`src/rtl/icache_refill_rd_pkg.sv`:
```
// Shared types and AXI constants for the I-cache line refill reader.
package icache_refill_pkg;

  typedef enum logic [1:0] {
    ST_IDLE,
    ST_ADDR,
    ST_DATA,
    ST_DONE
  } refill_state_e;

  localparam logic [1:0] BURST_INCR = 2'b01;
  localparam logic [1:0] BURST_WRAP = 2'b10;
  localparam logic [2:0] SIZE_4B    = 3'b010;
  localparam logic [1:0] RESP_OKAY  = 2'b00;

  // Clears the byte-offset-within-line bits for a line of 'words' 32-bit words.
  function automatic logic [31:0] line_align(input logic [31:0] addr, input int unsigned words);
    return addr & ~((words * 32'd4) - 32'd1);
  endfunction

endpackage

```
`src/rtl/icache_refill_rd_if.sv`:
```
// Cache-side refill handshake plus AXI4 read-address/read-data channels.
interface icache_refill_rd_if #(
  parameter int unsigned LINE_WORDS = 16
);
  logic                       r_req;
  logic [31:0]                r_addr;
  logic                       r_rdy;
  logic                       r_data_ready;
  logic                       fill_finish;
  logic [32*LINE_WORDS-1:0]   fill_line;
  logic                       fill_err;

  logic [3:0]                 arid;
  logic [31:0]                araddr;
  logic [7:0]                 arlen;
  logic [2:0]                 arsize;
  logic [1:0]                 arburst;
  logic                       arvalid;
  logic                       arready;

  logic [3:0]                 rid;
  logic [31:0]                rdata;
  logic [1:0]                 rresp;
  logic                       rlast;
  logic                       rvalid;
  logic                       rready;

  modport master (
    output r_req, r_addr, r_data_ready, arready, rid, rdata, rresp, rlast, rvalid,
    input  r_rdy, fill_finish, fill_line, fill_err,
           arid, araddr, arlen, arsize, arburst, arvalid, rready
  );

  modport slave (
    input  r_req, r_addr, r_data_ready, arready, rid, rdata, rresp, rlast, rvalid,
    output r_rdy, fill_finish, fill_line, fill_err,
           arid, araddr, arlen, arsize, arburst, arvalid, rready
  );
endinterface

```
`src/rtl/icache_refill_rd_line_buf.sv`:
```
// Line assembly buffer: LINE_WORDS x 32-bit registers, one indexed write per cycle.
module refill_line_buf #(
  parameter int unsigned LINE_WORDS = 16,
  parameter int unsigned IDX_W      = $clog2(LINE_WORDS)
) (
  input  logic                     clk,
  input  logic                     rstn,
  input  logic                     we_i,
  input  logic [IDX_W-1:0]         idx_i,
  input  logic [31:0]              wdata_i,
  output logic [32*LINE_WORDS-1:0] line_o
);

  logic [LINE_WORDS-1:0][31:0] words_q;

  always_ff @(posedge clk or negedge rstn) begin
    if (!rstn) begin
      words_q <= '0;
    end else if (we_i) begin
      words_q[idx_i] <= wdata_i;
    end
  end

  assign line_o = words_q;

endmodule

```
`src/rtl/icache_refill_rd.sv`:
```
// I-cache refill reader: one AXI4 read burst per missed line, assembled into a line buffer.
// Build option ICACHE_REFILL_CRITICAL_FIRST_EN selects a critical-word-first WRAP burst.
module icache_refill_rd
  import icache_refill_pkg::*;
#(
  parameter int unsigned LINE_WORDS = 16,
  parameter logic [3:0]  AXI_ID     = 4'd0
) (
  input logic              clk,
  input logic              rstn,
  icache_refill_rd_if.slave bus
);

  localparam int unsigned      IDX_W     = $clog2(LINE_WORDS);
  localparam logic [IDX_W-1:0] LAST_BEAT = IDX_W'(LINE_WORDS - 1);

  refill_state_e    state_q, state_d;
  logic [31:0]      addr_q, addr_d;
  logic [IDX_W-1:0] cnt_q, cnt_d;
  logic             err_q, err_d;
  logic [31:0]      req_addr;
  logic [IDX_W-1:0] wr_idx;
  logic             wr_en;
  logic             arvalid, rready, r_rdy, fill_finish;

`ifdef ICACHE_REFILL_CRITICAL_FIRST_EN
  localparam logic [1:0] AR_BURST = BURST_WRAP;
  logic [IDX_W-1:0] start_q, start_d;

  assign req_addr = {bus.r_addr[31:2], 2'b00};
  // Index addition wraps at IDX_W bits, i.e. modulo LINE_WORDS.
  assign wr_idx   = start_q + cnt_q;

  always_ff @(posedge clk or negedge rstn) begin
    if (!rstn) start_q <= '0;
    else       start_q <= start_d;
  end
`else
  localparam logic [1:0] AR_BURST = BURST_INCR;

  assign req_addr = line_align(bus.r_addr, LINE_WORDS);
  assign wr_idx   = cnt_q;
`endif

  always_ff @(posedge clk or negedge rstn) begin
    if (!rstn) begin
      state_q <= ST_IDLE;
      addr_q  <= '0;
      cnt_q   <= '0;
      err_q   <= 1'b0;
    end else begin
      state_q <= state_d;
      addr_q  <= addr_d;
      cnt_q   <= cnt_d;
      err_q   <= err_d;
    end
  end

  always_comb begin
    state_d     = state_q;
    addr_d      = addr_q;
    cnt_d       = cnt_q;
    err_d       = err_q;
`ifdef ICACHE_REFILL_CRITICAL_FIRST_EN
    start_d     = start_q;
`endif
    arvalid     = 1'b0;
    rready      = 1'b0;
    r_rdy       = 1'b0;
    fill_finish = 1'b0;
    wr_en       = 1'b0;

    unique case (state_q)
      ST_IDLE: begin
        if (bus.r_req) begin
          addr_d  = req_addr;
          cnt_d   = '0;
          err_d   = 1'b0;
`ifdef ICACHE_REFILL_CRITICAL_FIRST_EN
          start_d = bus.r_addr[IDX_W+1:2];
`endif
          state_d = ST_ADDR;
        end
      end
      ST_ADDR: begin
        arvalid = 1'b1;
        if (bus.arready) begin
          r_rdy   = 1'b1;
          state_d = ST_DATA;
        end
      end
      ST_DATA: begin
        rready = 1'b1;
        if (bus.rvalid) begin
          wr_en = 1'b1;
          cnt_d = cnt_q + 1'b1;
          // rlast is only audited; the beat counter alone ends the burst.
          if ((bus.rresp != RESP_OKAY) || (bus.rlast != (cnt_q == LAST_BEAT))) begin
            err_d = 1'b1;
          end
          if (cnt_q == LAST_BEAT) begin
            state_d = ST_DONE;
          end
        end
      end
      ST_DONE: begin
        fill_finish = 1'b1;
        if (bus.r_data_ready) begin
          state_d = ST_IDLE;
        end
      end
      default: state_d = ST_IDLE;
    endcase
  end

  refill_line_buf #(
    .LINE_WORDS (LINE_WORDS),
    .IDX_W      (IDX_W)
  ) u_line_buf (
    .clk     (clk),
    .rstn    (rstn),
    .we_i    (wr_en),
    .idx_i   (wr_idx),
    .wdata_i (bus.rdata),
    .line_o  (bus.fill_line)
  );

  assign bus.r_rdy       = r_rdy;
  assign bus.fill_finish = fill_finish;
  assign bus.fill_err    = err_q;
  assign bus.arid        = AXI_ID;
  assign bus.araddr      = addr_q;
  assign bus.arlen       = 8'(LINE_WORDS - 1);
  assign bus.arsize      = SIZE_4B;
  assign bus.arburst     = AR_BURST;
  assign bus.arvalid     = arvalid;
  assign bus.rready      = rready;

endmodule

```
`src/flat_wrapper.sv`:
```
// flat-port wrapper written by rule: the top's interface ports become plain ports
module icache_refill_rd_flat import icache_refill_pkg::*;
#(
  parameter int unsigned LINE_WORDS = 16,
  parameter logic [3:0]  AXI_ID     = 4'd0
)
  (clk, rstn, bus_r_req, bus_r_addr, bus_r_data_ready, bus_arready, bus_rid, bus_rdata, bus_rresp, bus_rlast, bus_rvalid, bus_r_rdy, bus_fill_finish, bus_fill_line, bus_fill_err, bus_arid, bus_araddr, bus_arlen, bus_arsize, bus_arburst, bus_arvalid, bus_rready);
  icache_refill_rd_if #(.LINE_WORDS(LINE_WORDS)) bus_i ();
  input logic clk;
  input logic rstn;
  input wire logic [$bits(bus_i.r_req)-1:0] bus_r_req;
  input wire logic [$bits(bus_i.r_addr)-1:0] bus_r_addr;
  input wire logic [$bits(bus_i.r_data_ready)-1:0] bus_r_data_ready;
  input wire logic [$bits(bus_i.arready)-1:0] bus_arready;
  input wire logic [$bits(bus_i.rid)-1:0] bus_rid;
  input wire logic [$bits(bus_i.rdata)-1:0] bus_rdata;
  input wire logic [$bits(bus_i.rresp)-1:0] bus_rresp;
  input wire logic [$bits(bus_i.rlast)-1:0] bus_rlast;
  input wire logic [$bits(bus_i.rvalid)-1:0] bus_rvalid;
  output wire logic [$bits(bus_i.r_rdy)-1:0] bus_r_rdy;
  output wire logic [$bits(bus_i.fill_finish)-1:0] bus_fill_finish;
  output wire logic [$bits(bus_i.fill_line)-1:0] bus_fill_line;
  output wire logic [$bits(bus_i.fill_err)-1:0] bus_fill_err;
  output wire logic [$bits(bus_i.arid)-1:0] bus_arid;
  output wire logic [$bits(bus_i.araddr)-1:0] bus_araddr;
  output wire logic [$bits(bus_i.arlen)-1:0] bus_arlen;
  output wire logic [$bits(bus_i.arsize)-1:0] bus_arsize;
  output wire logic [$bits(bus_i.arburst)-1:0] bus_arburst;
  output wire logic [$bits(bus_i.arvalid)-1:0] bus_arvalid;
  output wire logic [$bits(bus_i.rready)-1:0] bus_rready;
  assign bus_i.r_req = bus_r_req;
  assign bus_i.r_addr = bus_r_addr;
  assign bus_i.r_data_ready = bus_r_data_ready;
  assign bus_i.arready = bus_arready;
  assign bus_i.rid = bus_rid;
  assign bus_i.rdata = bus_rdata;
  assign bus_i.rresp = bus_rresp;
  assign bus_i.rlast = bus_rlast;
  assign bus_i.rvalid = bus_rvalid;
  assign bus_r_rdy = bus_i.r_rdy;
  assign bus_fill_finish = bus_i.fill_finish;
  assign bus_fill_line = bus_i.fill_line;
  assign bus_fill_err = bus_i.fill_err;
  assign bus_arid = bus_i.arid;
  assign bus_araddr = bus_i.araddr;
  assign bus_arlen = bus_i.arlen;
  assign bus_arsize = bus_i.arsize;
  assign bus_arburst = bus_i.arburst;
  assign bus_arvalid = bus_i.arvalid;
  assign bus_rready = bus_i.rready;
  icache_refill_rd #(.LINE_WORDS(LINE_WORDS), .AXI_ID(AXI_ID)) u_core (.clk(clk), .rstn(rstn), .bus(bus_i));
endmodule
```
`config.mk`:
```
export PLATFORM = sky130hd
export DESIGN_NAME = icache_refill_rd_flat
export DESIGN_NICKNAME = d
export VERILOG_FILES = /design/src/rtl/icache_refill_rd_pkg.sv /design/src/rtl/icache_refill_rd_if.sv /design/src/rtl/icache_refill_rd_line_buf.sv /design/src/rtl/icache_refill_rd.sv /design/src/flat_wrapper.sv
export SDC_FILE = /design/constraint.sdc
export NUM_CORES = 1
export LEC_CHECK = 0
export ABC_CLOCK_PERIOD_IN_PS = 2800
export CORE_AREA = 5 5 244 246
export CTS_CLUSTER_SIZE = 30
export DETAILED_ROUTE_END_ITERATION = 12
export DIE_AREA = 0 0 249 251
export PLACE_DENSITY = 0.68
export SLEW_MARGIN = 25
export SYNTH_ARGS = -nofsm -noshare
export SYNTH_HDL_FRONTEND = slang
export SYNTH_HIERARCHICAL = 1
export SYNTH_SLANG_ARGS = --single-unit
```
`constraint.sdc`:
```
create_clock -name clk -period 2.8 [get_ports clk]
set_clock_uncertainty 0.15 [all_clocks]
set_input_delay 0.84 -clock clk [delete_from_list [all_inputs] [get_ports clk]]
set_output_delay 0.84 -clock clk [all_outputs]
set_load 0.005 [all_outputs]
```
* Yosys cells after proc, flatten, opt, wreduce, memory -nomap -nowiden
Index checks and enable logic that the tools add are counted.
Word-level totals: flip-flop bits (word level) 545, bits in latches 0, RAM bits 0, memory bits (read-only) 0, input bits 77, output and inout bits 566, word-level logic and storage cells 66, memories kept 0
Operators by class: add/sub/neg operators 1, $mul 0, divide/modulo/power cells 0, magnitude comparators 2, equality and inequality tests 11, shifts and indexed selects 0, multiplexer cells 23, bitwise gates (word level) 0, reduce and logical (&&, ||, !) cells 9
Operators by type and width (count):
- $bwmux 512 | 1
- $demux 32 s4 | 1
- $mux 32 | 1
- $mux 1 | 10
- $mux 2 | 5
- $mux 4 | 2
- $ne 2x2->1 const B | 4
- $pmux 2 s4 | 1
- $pmux 4 s2 | 1
- $lt 4x5->1 const B | 1
- $reduce_and 5->1 | 1
- $add 4x1->4 const B | 1
- $eq 2x2->1 const B | 2
- $eq 4x4->1 const B | 1
- $ge 4x1->1 const B | 1
- $ne 2x1->1 const B | 2
- $reduce_and 4->1 | 1
- $reduce_bool 2->1 | 2
- $reduce_and 3->1 | 1
- $eq 2x1->1 const B | 1
- $logic_not 2->1 | 1
- $pmux 1 s2 | 1
- $reduce_and 2->1 | 1
- $logic_and 1x1->1 | 1
- 2 further kinds | 2

* Logic depth before layout (Yosys ltp)
depth in word-level cells 6, gate-level depth with buffers 9, depth with buffers taken out 6

* By module
The synthesis kept the hierarchy.
By module, submodules not included:
- refill_line_buf | instances 1, cells an instance 1133, area an instance 19080.8 µm², sequential area each 12812.3 µm²
- icache_refill_rd | instances 1, cells an instance 126, area an instance 1620.3 µm², sequential area each 825.8 µm²

* Worst setup path before layout
OpenSTA, ideal clock, no wires.
kind input -> register, start point input port bus_rvalid, end point register u_core.u_line_buf.words_q (netlist bit u_core/u_line_buf/line_o[100]), library setup time 0.125 ns, arrival 2.107 ns, data required time 2.525 ns, setup slack 0.418 ns, cell stages on the path 6, path buffers 2, path through and2_2 nor3b_2 nor2b_1 clkbuf_1 buf_2 mux2_2
Between the ends: longest elaborated chain between the ends 2
RTL lines:
- start, declared | line flat_wrapper.sv:19 | input wire logic [$bits(bus_i.rvalid)-1:0] bus_rvalid;
- $mux 1 | line icache_refill_rd.sv:94 | if (bus.rvalid) begin
- $mux 1 | line icache_refill_rd.sv:73 | unique case (state_q)
- end signal, assigned by index | line icache_refill_rd_line_buf.sv:20 | words_q[idx_i] <= wdata_i;
- end, declared | line icache_refill_rd_line_buf.sv:14 | logic [LINE_WORDS-1:0][31:0] words_q;
Every way passes these cells. A chain may end at the register's enable or synchronous reset.

* Worst setup path after layout
start point input port bus_arready, end point output port bus_r_rdy
Between the ends: longest elaborated chain between the ends 2
RTL lines:
- start, declared | line flat_wrapper.sv:14 | input wire logic [$bits(bus_i.arready)-1:0] bus_arready;
- $mux 1 | line icache_refill_rd.sv:87 | if (bus.arready) begin
- $mux 1 | line icache_refill_rd.sv:73
- end, declared | line flat_wrapper.sv:20 | output wire logic [$bits(bus_i.r_rdy)-1:0] bus_r_rdy;
Every way passes these cells.

==> flow_summary_export.csv <==
group,metric,value,unit
status,status,"completed",
finish,syn_to_final_growth,46.2,%
sta,whs,0.0438,ns
sta,slew_headroom,52.7,%
sta,fin_tns_setup,0,ns
finish,final_cells,2732,
routing,num_vias,13100,
global_routing,antenna_found_initial,0,
global_routing,grt_pass1_vias,14200,
worst_hold_path,worstHoldPathType,"input pin to async pin",
clock_network,worstSkewPairLatency,0.59,ns
setup_path,worstReg2RegStart,"u_core/state_q[0]",
setup_path,r2r_cells,7,
sta,fin_crit,2.68,ns
setup_path,start_kind,"input pin",
synthesis,synth-seq-cells,545,
synthesis,netlist_area,0.0207,mm²
place,numPortBuffers,609,
setup_path,cp.required,1.81,ns
synthesis,synth-edff-count,0,
routing,routed_via_density,4.81,
synthesis,async_flop_share,100,%
sta,slew_viol_final,0,
finish,drive_gt1_share,37.5,%
clock_network,ctsHoldBuffers,0,
floorplanning,start_util,36.2,%
clock_network,cts-root-buf,"clkbuf_16",
place,gp_congestion,0.791,
setup_path,worstSetupPathType,"input pin to output port",
floorplanning,pin_count,643,
synthesis,syn_avg_cell_area,16.4,µm²
synthesis,synth_warnings,6,
clock_network,path_clk_slew,0.05,ns
place,pre_cts_ws,-0.137,ns
synthesis,ys.flop_type,"dfrtp_1",
floorplanning,row_count,88,
setup_path,critPathCapture,"bus_r_rdy",
synthesis,synth.distinct_cells,36,
finish,nNetsFinal,2007,
global_routing,grt_max_degree,56,
setup_path,cp-startpoint,"bus_arready",
finish,antenna_cells,0,
routing,initialDrtViolationCount,442,
floorplanning,dieHeight,251,µm
clock_network,cts_buffers,57,
sta,setup_viol,0,
global_routing,globalRouteOverflowTotal,0,
sta,period_share,95.6,%
synthesis,syn_inst,1259,
floorplanning,die-area,0.0625,mm²
flow_run,max-cap-violations,0,
routing,routed_wl,64.7,mm
clock_network,cts_tree,"built",
routing,route.antenna.remaining_nets,0,
setup_path,regToRegEndpoint,"u_core/u_line_buf/line_o[269]",
setup_path,r2r_slack,0.49,ns
sta,tightestPinTransition,0.707,ns
routing,wl_per_cell,23.7,µm
setup_path,cp-end-kind,"output port",
sta,layout_setup_ws,0.122,ns
routing,firstDrtPassIters,4,
place,numPlacedInstances,2627,
floorplanning,fp.dieW,249,µm
setup_path,path_max_fanout,2,
synthesis,synth_seq_area_share,65.9,%
routing,drc,0,
setup_path,arrival,1.69,ns
power_and_ir_drop,power.leakage,14.2,nW
global_routing,grtUsageTotal,20.0,%
global_routing,grt_pass1_wl,95.7,mm
clock_network,clock_sinks,545,
clock_network,cts_max_path_buffers,3,
sta,hold_viol,0,
sta,grt_setup_unrepaired,"no",
power_and_ir_drop,ir_drop,0.518,mV
place,place_hpwl,46.3,mm
power_and_ir_drop,p_per_area,780,mW/mm²
floorplanning,coreArea,0.0571,mm²
sta,fmax,373,MHz
clock_network,h-tree-depth,2,
-- cell type report --
class	count	area (µm²)
Inverter	3	11.3
Clock inverter	20	248
Multi-Input combinational cell	621	6660
Clock buffer	82	1700
Timing Repair Buffer	696	7050
Sequential cell	545	13600
Fill cell	4668	26900
Tap cell	765	957
-- metal layers --
layer | routed length, µm | up-vias | GRT usage [%]
li1 | - | 5712 | -
met1 | 25700 | 6911 | 24.1
met2 | 32500 | 434 | 34.5
met3 | 4760 | 86 | 6.69
met4 | 1680 | 0 | 5.33
met5 | 0 | - | 0
-- cells by family (layout without fill, tap and decap cells) --
family,after synthesis,in the layout,share of synthesized area [%]
flip-flops,545,545,65.9
AND/OR/NAND/NOR,40,40,1.11
XOR/XNOR,1,1,0.0423
multiplexers,539,539,29.3
adder cells (fa/ha/maj),6,6,0.363
buffers and inverters,114,801,2.80
other,2,23,0.0363
AO/OA/AOI/OAI,12,12,0.453
-- timing repair --
action	in CTS	in global routing
resized for setup	9	0
setup buffers	3	0
endpoints found under the setup margin	3	0
-- flip-flops by register name, indices dropped and copies added, names as in the netlist --
signal	flops
u_core/bus.fill_err	1
u_core/cnt_q	4
u_core/state_q	2
u_core/u_line_buf/line_o	512
u_core/bus.araddr	26
-- worst min path at each step --
stage | slack, ns | cells past startpoint | start | end
5_1_grt | 0.06 | 1 | rstn | u_core/bus.araddr[25]
6_report | 0.04 | 1 | rstn | u_core/bus.araddr[25]
3_3_place_gp | 0.33 | 1 | u_core/u_line_buf/line_o[269] | u_core/u_line_buf/line_o[269]
2_1_floorplan | 0.33 | 1 | u_core/u_line_buf/line_o[102] | u_core/u_line_buf/line_o[102]
4_1_cts | 0.04 | 1 | rstn | u_core/bus.araddr[8]
3_5_place_dp | 0.33 | 1 | u_core/u_line_buf/line_o[66] | u_core/u_line_buf/line_o[66]
-- critical path, stage by stage --
cell and delay [ns]:
clkdlybuf4s50_1 0.43, and2_1 0.16, dlygate4sd2_1 0.26
-- placed cells by master, fill, tap and decap left out, types with 4 or more instances in the layout --
cell type,synthesis,routed
nand2_1,5,4
dfrtp_1,545,545
nor2_4,0,9
buf_4,23,63
clkbuf_1,37,9
dlygate4sd2_1,0,4
clkinv_2,0,9
clkdlybuf4s50_1,0,604
mux2_2,529,529
ha_1,6,4
bufinv_16,0,5
conb_1,2,23
mux2_1,10,10
clkbuf_16,0,59
clkbuf_8,0,14
buf_12,0,24
-- cell usage after synthesis (all sizes together) (3+ instances only) --
cell      n  area share (%)
inv       3           0.054
clkbuf   37            0.67
nand2b    6            0.23
nand2     6            0.12
mux2    539              29
or3       3           0.091
nand3     3           0.073
ha        6            0.36
dfrtp   545              66
nand3b    3            0.11
buf      74             2.1
o21ai     3           0.073
nor2     12            0.22
-- through the flow --
step           utilization (%)  total power, W  cell area (µm²)
3_3_place_gp              49.5          0.0159            28300
4_1_cts                   53.0          0.0239            30300
3_5_place_dp              49.5          0.0160            28300
2_1_floorplan                -          0.0120            20800
5_1_grt                   53.0          0.0246            30300
6_report                  53.0          0.0236            30300
-- report_power, final --
| part | internal, W | switching [W] | leakage, nW |
|---|---|---|---|
| logic | 0.00373 | 0.00209 | 5.82 |
| registers | 0.00927 | 0.000775 | 7.41 |
| clock network | 0.00467 | 0.00308 | 0.964 |
(Power assumes the default switching activity.)
